### src/rtl/bwt_pkg.sv
// Shared types for the BWT engine: sorter, emitter and inverse stage.
package bwt_pkg;

    typedef logic [7:0] byte_t;

    typedef enum logic [1:0] {
        IDLE,
        LOAD,
        EMIT,
        FIN
    } emit_state_t;

    localparam byte_t PRIMARY_NONE = 8'hFF;

endpackage

### src/rtl/bwt_char_sel.sv
// Picks the BWT byte for one suffix-array entry: S[(SA-1) mod N], or 0 when SA is out of range.
module bwt_char_sel
    import bwt_pkg::*;
#(
    parameter int STRING_LEN = 8
) (
    input  byte_t                       sa_i,
    input  logic [STRING_LEN-1:0][7:0]  str_i,
    input  byte_t                       n_i,
    output byte_t                       char_o,
    output logic                        range_err_o
);

    byte_t idx;

    // NOTE: every output of a combinational block gets a default first so no path can infer a latch.
    always_comb begin
        idx         = (sa_i == 8'd0) ? n_i - 8'd1 : sa_i - 8'd1;
        range_err_o = (sa_i >= n_i);
        char_o      = 8'h00;
        for (int k = 0; k < STRING_LEN; k++) begin
            if (!range_err_o && idx == byte_t'(k)) begin
                char_o = str_i[k];
            end
        end
    end

endmodule

### src/rtl/bwt_emit.sv
// Streams L[i] = S[(SA[i]-1) mod N] from a snapshot of the string and suffix array,
// and reports the primary index (row where SA[i]==0).
module bwt_emit
    import bwt_pkg::*;
#(
    parameter int STRING_LEN = 8
) (
    input  logic                        clk,
    input  logic                        rst_n,
    input  logic [STRING_LEN-1:0][7:0]  input_string,
    input  logic [STRING_LEN-1:0][7:0]  suffixes_in,
    input  logic                        start,
    output logic                        busy,
    output byte_t                       bwt_out,
    output logic                        bwt_valid,
    input  logic                        bwt_ready,
    output logic                        bwt_last,
    output byte_t                       primary_idx,
    output logic                        primary_valid,
    output logic                        err,
    output logic                        done
);

    localparam byte_t N_LEN  = byte_t'(STRING_LEN);
    localparam byte_t N_LAST = byte_t'(STRING_LEN - 1);

    emit_state_t state_q, state_d;
    byte_t       row_q, row_d;
    byte_t       bwt_q, bwt_d;
    logic        valid_q, valid_d;
    logic        last_q, last_d;
    logic        busy_q, busy_d;
    logic        done_q, done_d;
    byte_t       pidx_q, pidx_d;
    logic        pvalid_q, pvalid_d;
    logic        err_q, err_d;
    logic        found_q, found_d;

    logic [STRING_LEN-1:0][7:0] str_q;
    logic [STRING_LEN-1:0][7:0] sa_q;

    byte_t sel_row;
    byte_t sel_sa;
    byte_t sel_char;
    logic  sel_range_err;
    logic  load_row;
    logic  capture;

    assign capture = (state_q == IDLE) && start;

    // LOAD fetches row 0; EMIT prefetches the row after the one being handed off.
    always_comb begin
        sel_row = (state_q == LOAD) ? row_q : row_q + 8'd1;
        sel_sa  = 8'h00;
        for (int k = 0; k < STRING_LEN; k++) begin
            if (sel_row == byte_t'(k)) begin
                sel_sa = sa_q[k];
            end
        end
    end

    bwt_char_sel #(
        .STRING_LEN (STRING_LEN)
    ) u_char_sel (
        .sa_i        (sel_sa),
        .str_i       (str_q),
        .n_i         (N_LEN),
        .char_o      (sel_char),
        .range_err_o (sel_range_err)
    );

    always_comb begin
        state_d  = state_q;
        row_d    = row_q;
        bwt_d    = bwt_q;
        valid_d  = valid_q;
        last_d   = last_q;
        busy_d   = busy_q;
        done_d   = 1'b0;
        pidx_d   = pidx_q;
        pvalid_d = pvalid_q;
        err_d    = err_q;
        found_d  = found_q;
        load_row = 1'b0;

        unique case (state_q)
            IDLE: begin
                if (start) begin
                    state_d  = LOAD;
                    row_d    = 8'd0;
                    err_d    = 1'b0;
                    pvalid_d = 1'b0;
                    found_d  = 1'b0;
                end
            end
            LOAD: begin
                load_row = 1'b1;
                busy_d   = 1'b1;
                state_d  = EMIT;
            end
            EMIT: begin
                if (valid_q && bwt_ready) begin
                    if (row_q == N_LAST) begin
                        state_d = FIN;
                        valid_d = 1'b0;
                        last_d  = 1'b0;
                    end else begin
                        row_d    = row_q + 8'd1;
                        load_row = 1'b1;
                    end
                end
            end
            FIN: begin
                state_d  = IDLE;
                busy_d   = 1'b0;
                done_d   = 1'b1;
                pvalid_d = 1'b1;
                if (!found_q) begin
                    err_d  = 1'b1;
                    pidx_d = PRIMARY_NONE;
                end
            end
            default: state_d = IDLE;
        endcase

        if (load_row) begin
            bwt_d   = sel_char;
            valid_d = 1'b1;
            last_d  = (sel_row == N_LAST);
            if (sel_range_err) begin
                err_d = 1'b1;
            end
            // First zero wins the primary index; any later zero is a malformed array.
            if (sel_sa == 8'd0) begin
                if (found_q) begin
                    err_d = 1'b1;
                end else begin
                    found_d = 1'b1;
                    pidx_d  = sel_row;
                end
            end
        end
    end

    // NOTE: clocked state uses non-blocking assignments so every register samples pre-edge values.
    always_ff @(posedge clk or negedge rst_n) begin
        if (!rst_n) begin
            state_q  <= IDLE;
            row_q    <= 8'd0;
            bwt_q    <= 8'h00;
            valid_q  <= 1'b0;
            last_q   <= 1'b0;
            busy_q   <= 1'b0;
            done_q   <= 1'b0;
            pidx_q   <= 8'h00;
            pvalid_q <= 1'b0;
            err_q    <= 1'b0;
            found_q  <= 1'b0;
        end else begin
            state_q  <= state_d;
            row_q    <= row_d;
            bwt_q    <= bwt_d;
            valid_q  <= valid_d;
            last_q   <= last_d;
            busy_q   <= busy_d;
            done_q   <= done_d;
            pidx_q   <= pidx_d;
            pvalid_q <= pvalid_d;
            err_q    <= err_d;
            found_q  <= found_d;
        end
    end

    // NOTE: the snapshot is pure datapath; it is only read after a capture, so it carries no reset.
    always_ff @(posedge clk) begin
        if (capture) begin
            str_q <= input_string;
            sa_q  <= suffixes_in;
        end
    end

    assign busy          = busy_q;
    assign bwt_out       = bwt_q;
    assign bwt_valid     = valid_q;
    assign bwt_last      = last_q;
    assign primary_idx   = pidx_q;
    assign primary_valid = pvalid_q;
    assign err           = err_q;
    assign done          = done_q;

endmodule

### config.mk
export PLATFORM = sky130hd
export DESIGN_NAME = bwt_emit
export DESIGN_NICKNAME = d
export VERILOG_FILES = /design/src/rtl/bwt_pkg.sv /design/src/rtl/bwt_char_sel.sv /design/src/rtl/bwt_emit.sv
export SDC_FILE = /design/constraint.sdc
export NUM_CORES = 1
export LEC_CHECK = 0
export CORE_AREA = 5 5 169 171
export CTS_CLUSTER_SIZE = 40
export DETAILED_ROUTE_END_ITERATION = 8
export DIE_AREA = 0 0 174 176
export SYNTH_ARGS = -nofsm -noshare
export SYNTH_HDL_FRONTEND = slang
export SYNTH_HIERARCHICAL = 1
export SYNTH_SLANG_ARGS = --single-unit
### constraint.sdc
create_clock -name clk -period 7.15 [get_ports clk]
set_input_delay 1.43 -clock clk [delete_from_list [all_inputs] [get_ports clk]]
set_output_delay 1.43 -clock clk [all_outputs]
set_load 0.05 [all_outputs]
==> results.sh <==
export IMPL_power_density_nw_per_um2=375
export IMPL_hold_buffers=0
export IMPL_wl_per_cell_um=17.5
export IMPL_place_gp_congestion=0.847
export IMPL_synthCells=644
export IMPL_ios=154
export IMPL_ys_seq_area_share_pct=58.9
export IMPL_synth_flop_cell="edfxtp_1"
export IMPL_grt_pass1_wl_mm=31.6
export IMPL_cts_root_buf="clkbuf_16"
export IMPL_synth_seq_cells=161
export IMPL_clk_pin_slew_ns=0.07
export IMPL_numPortBuffers=153
export IMPL_design_area_um2=10500
export IMPL_clockBufferDepth=2
export IMPL_rsz0062_at_grt="false"
export IMPL_grt_usage_pct=13.2
export IMPL_timing_final_crit_share_pct=85.9
export IMPL_critPathArrivalTime_ns=6.50
export IMPL_end_kind="flip-flop"
export IMPL_grt_start_max_net_pins=76
export IMPL_leakage_uw=0.00363
export IMPL_use_met2_pct=21.6
export IMPL_cts_resized=0
export IMPL_synthesis_area_um2=7930
export IMPL_fmax_ghz=0.163
export IMPL_cts_sinks=161
export IMPL_drt_total_wl_mm=20.5
export IMPL_cap_violations=0
export IMPL_post_dp_cell_area_um2=9860
export IMPL_ir_drop_mv=0.140
export IMPL_tns_ns=0
export IMPL_syn_to_final_growth_pct=32.0
export IMPL_antenna_found_initial=0
export IMPL_cts_buffers=17
export IMPL_drt_pass1_iter_count=5
export IMPL_yosys_warnings=6
export IMPL_relSlewSlack_pct=29.6
export IMPL_layout_common_cells="152 x clkdlybuf4s50_1, 128 x edfxtp_1, 77 x nand2_1"
export IMPL_crit_required_ns=7.51
export IMPL_setup_viol=0
export IMPL_start_util_pct=29.7
export IMPL_vias_per_cell=4.96
export IMPL_grt_pass1_vias=5725
export IMPL_layout_commonest_cell="clkdlybuf4s50_1"
export IMPL_drt_iter0_markers=432
export IMPL_diodes=0
export IMPL_htreeDepth=4
export IMPL_worstSetupStartpointType="flip-flop"
export IMPL_die_area_um2=30600
export IMPL_fin_worst_skew_ns=0.0159
export IMPL_period_minus_slack_ns=6.14
export IMPL_die_w_um=174
export IMPL_status="completed"
export IMPL_rows=60
export IMPL_grtUsageMet1_pct=17.6
export IMPL_crit_type="flip-flop to flip-flop"
export IMPL_drive_above_1_share_pct=8.34
export IMPL_clk_latency_ns=0.43
export IMPL_cts_tree="yes"
export IMPL_yosysUniqueCellTypes=77
export IMPL_slew_violations=0
export IMPL_hold_class="flip-flop to flip-flop"
export IMPL_drc=0
export IMPL_synth_edff_count=128
export IMPL_synth_top_cell_by_area="edfxtp_1"
export IMPL_synth_top_area_share_pct=48.5
export IMPL_detail_route_antenna_nets=0
export IMPL_path_max_fanout=21
export IMPL_synth_async_reset_ratio_pct=20.5
export IMPL_dp_hpwl_mm=15.3
export IMPL_synthTopCellsByArea="edfxtp_1 48%, dfrtp_1 10%, nand2_1 3.6%, mux4_2 2.8%, a21oi_1 2.3%"
export IMPL_vias=5790
export IMPL_synth_avg_cell_area_um2=12.3
export IMPL_overflow=0
export IMPL_grt_busiest_layer="met2"
export IMPL_hold_viol_final=0
export IMPL_cts_setup_buffers=0
export IMPL_worstMarginPinSlew_ns=1.05
export IMPL_coreArea_um2=26700
export IMPL_nets=959
export IMPL_die_h_um=176
export IMPL_grt_use_met3_pct=2.81
-- Yosys cell counts, types with 3 or more instances --
master     instances
edfxtp_1         128
nand2_1           77
a21oi_1           36
nor2_1            36
dfrtp_1           33
o21ai_0           28
nor3_1            21
clkbuf_1          20
inv_1             17
nand3_1           15
ha_1              13
mux2i_1           13
o221ai_1          13
nand4bb_1         11
mux4_2            10
buf_2              9
nor4_1             9
a2111oi_0          8
and2_1             8
a21o_1             7
nand2b_1           7
xnor2_1            7
a211oi_1           5
a22oi_1            5
a311oi_1           5
and3_1             5
nor2b_1            5
o31ai_1            5
nand4_1            4
o211ai_1           4
o21a_1             4
o2bb2ai_1          4
a31oi_1            3
and3b_1            3
mux4_1             3
nand3b_1           3
nor3b_1            3
o22ai_1            3
o32ai_1            3
or3_1              3
or4_1              3
-- report_power, final --
part	switching (uW)	total, uW	internal (uW)	leakage [uW]
clock	404	930	526	0.000289
combinational	1040	1640	601	0.00171
sequential	103	1360	1250	0.00163
total	1550	3930	2380	0.00363
-- per-stage QoR --
stage / setup slack, ns / utilization (%) / total power (uW) / cells / hold WS [ns]
global route: 0.526 / 39.1 / 4170 / 1168 / 0.523
floorplan: 2.66 / - / 2540 / 671 / 0.517
detailed placement: 0.995 / 36.9 / 3020 / 1136 / 0.471
finish: 1.01 / 39.1 / 3930 / 1168 / 0.479
CTS: 0.966 / 39.1 / 3960 / 1168 / 0.488
global placement: 1.12 / 36.9 / 3000 / 1136 / 0.466
-- kinds of logic (layout without fill, tap and decap cells) --
group                      Yosys count  count (layout)  share of synthesized area [%]
other                                2              29                         0.0947
AOI/OAI and AO/OA                  153             153                           13.7
muxes                               27              27                           5.62
xor gates and xnor gates             9               9                           1.23
and+or+nand+nor                    227             227                           15.5
DFF                                161             161                           58.9
buffers and inverters               52             208                           2.89
adders and majority gates           13              13                           2.05
-- layer usage --
metal / share of wire (%) / wire [um] / vias to the layer above
met5: 0 / 0 / -
met4: 1.3 / 265 / 0
met3: 5.0 / 1030 / 15
met2: 49 / 10100 / 164
met1: 44 / 9110 / 2801
li1: - / - / 2810
-- critical path, stage by stage, from the launching register on --
cell       delay [ns]
dfrtp_1          0.68
ha_1             0.69
nor2b_1          0.21
buf_4            0.22
xor2_4           0.42
mux4_2           0.57
mux2i_1          0.34
nor2_1           0.25
ha_1             0.31
a21o_1           0.17
a31oi_1          0.19
o221ai_2         0.27
nand2b_1         0.36
nor2_1           0.58
a22oi_1          0.16
a21oi_1          0.28
a2bb2oi_1        0.22
nand2_1          0.07
nand2_1          0.07
-- sequential cells by signal (all words and copies together), names as in the netlist, 2 cells and up, named ones only --
register / flops
row_q: 8
state_q: 2
str_q: 64
bwt_out: 8
sa_q: 64
-- path summary, 6_finish.rpt --
| path | from | end | slack (ns) | cells past startpoint |
|---|---|---|---|---|
| worst max-delay path | row_q[1] | bwt_out[5] | 1.01 | 18 |
| worst min-delay path | bwt_out[3] | bwt_out[3] | 0.48 | 2 |
| worst max register to register | row_q[1] | bwt_out[5] | 1.01 | 18 |
| worst min register to register | bwt_out[3] | bwt_out[3] | 0.48 | 2 |
| max in group asynchronous | rst_n | bwt_out[2] | 5.52 | 1 |
| min in group asynchronous | rst_n | state_q[0] | 1.09 | 1 |
-- final cells by class --
class                      count  area (um2)
fill                        2570       16300
sequential                   161        4670
multi-input combinational    458        3130
timing repair buffer         159        1570
tap                          341         427
clock buffer                  17         425
clock inverter                15         173
inverter                      17        66.3
Note: power is estimated with default switching activity, not from simulation.
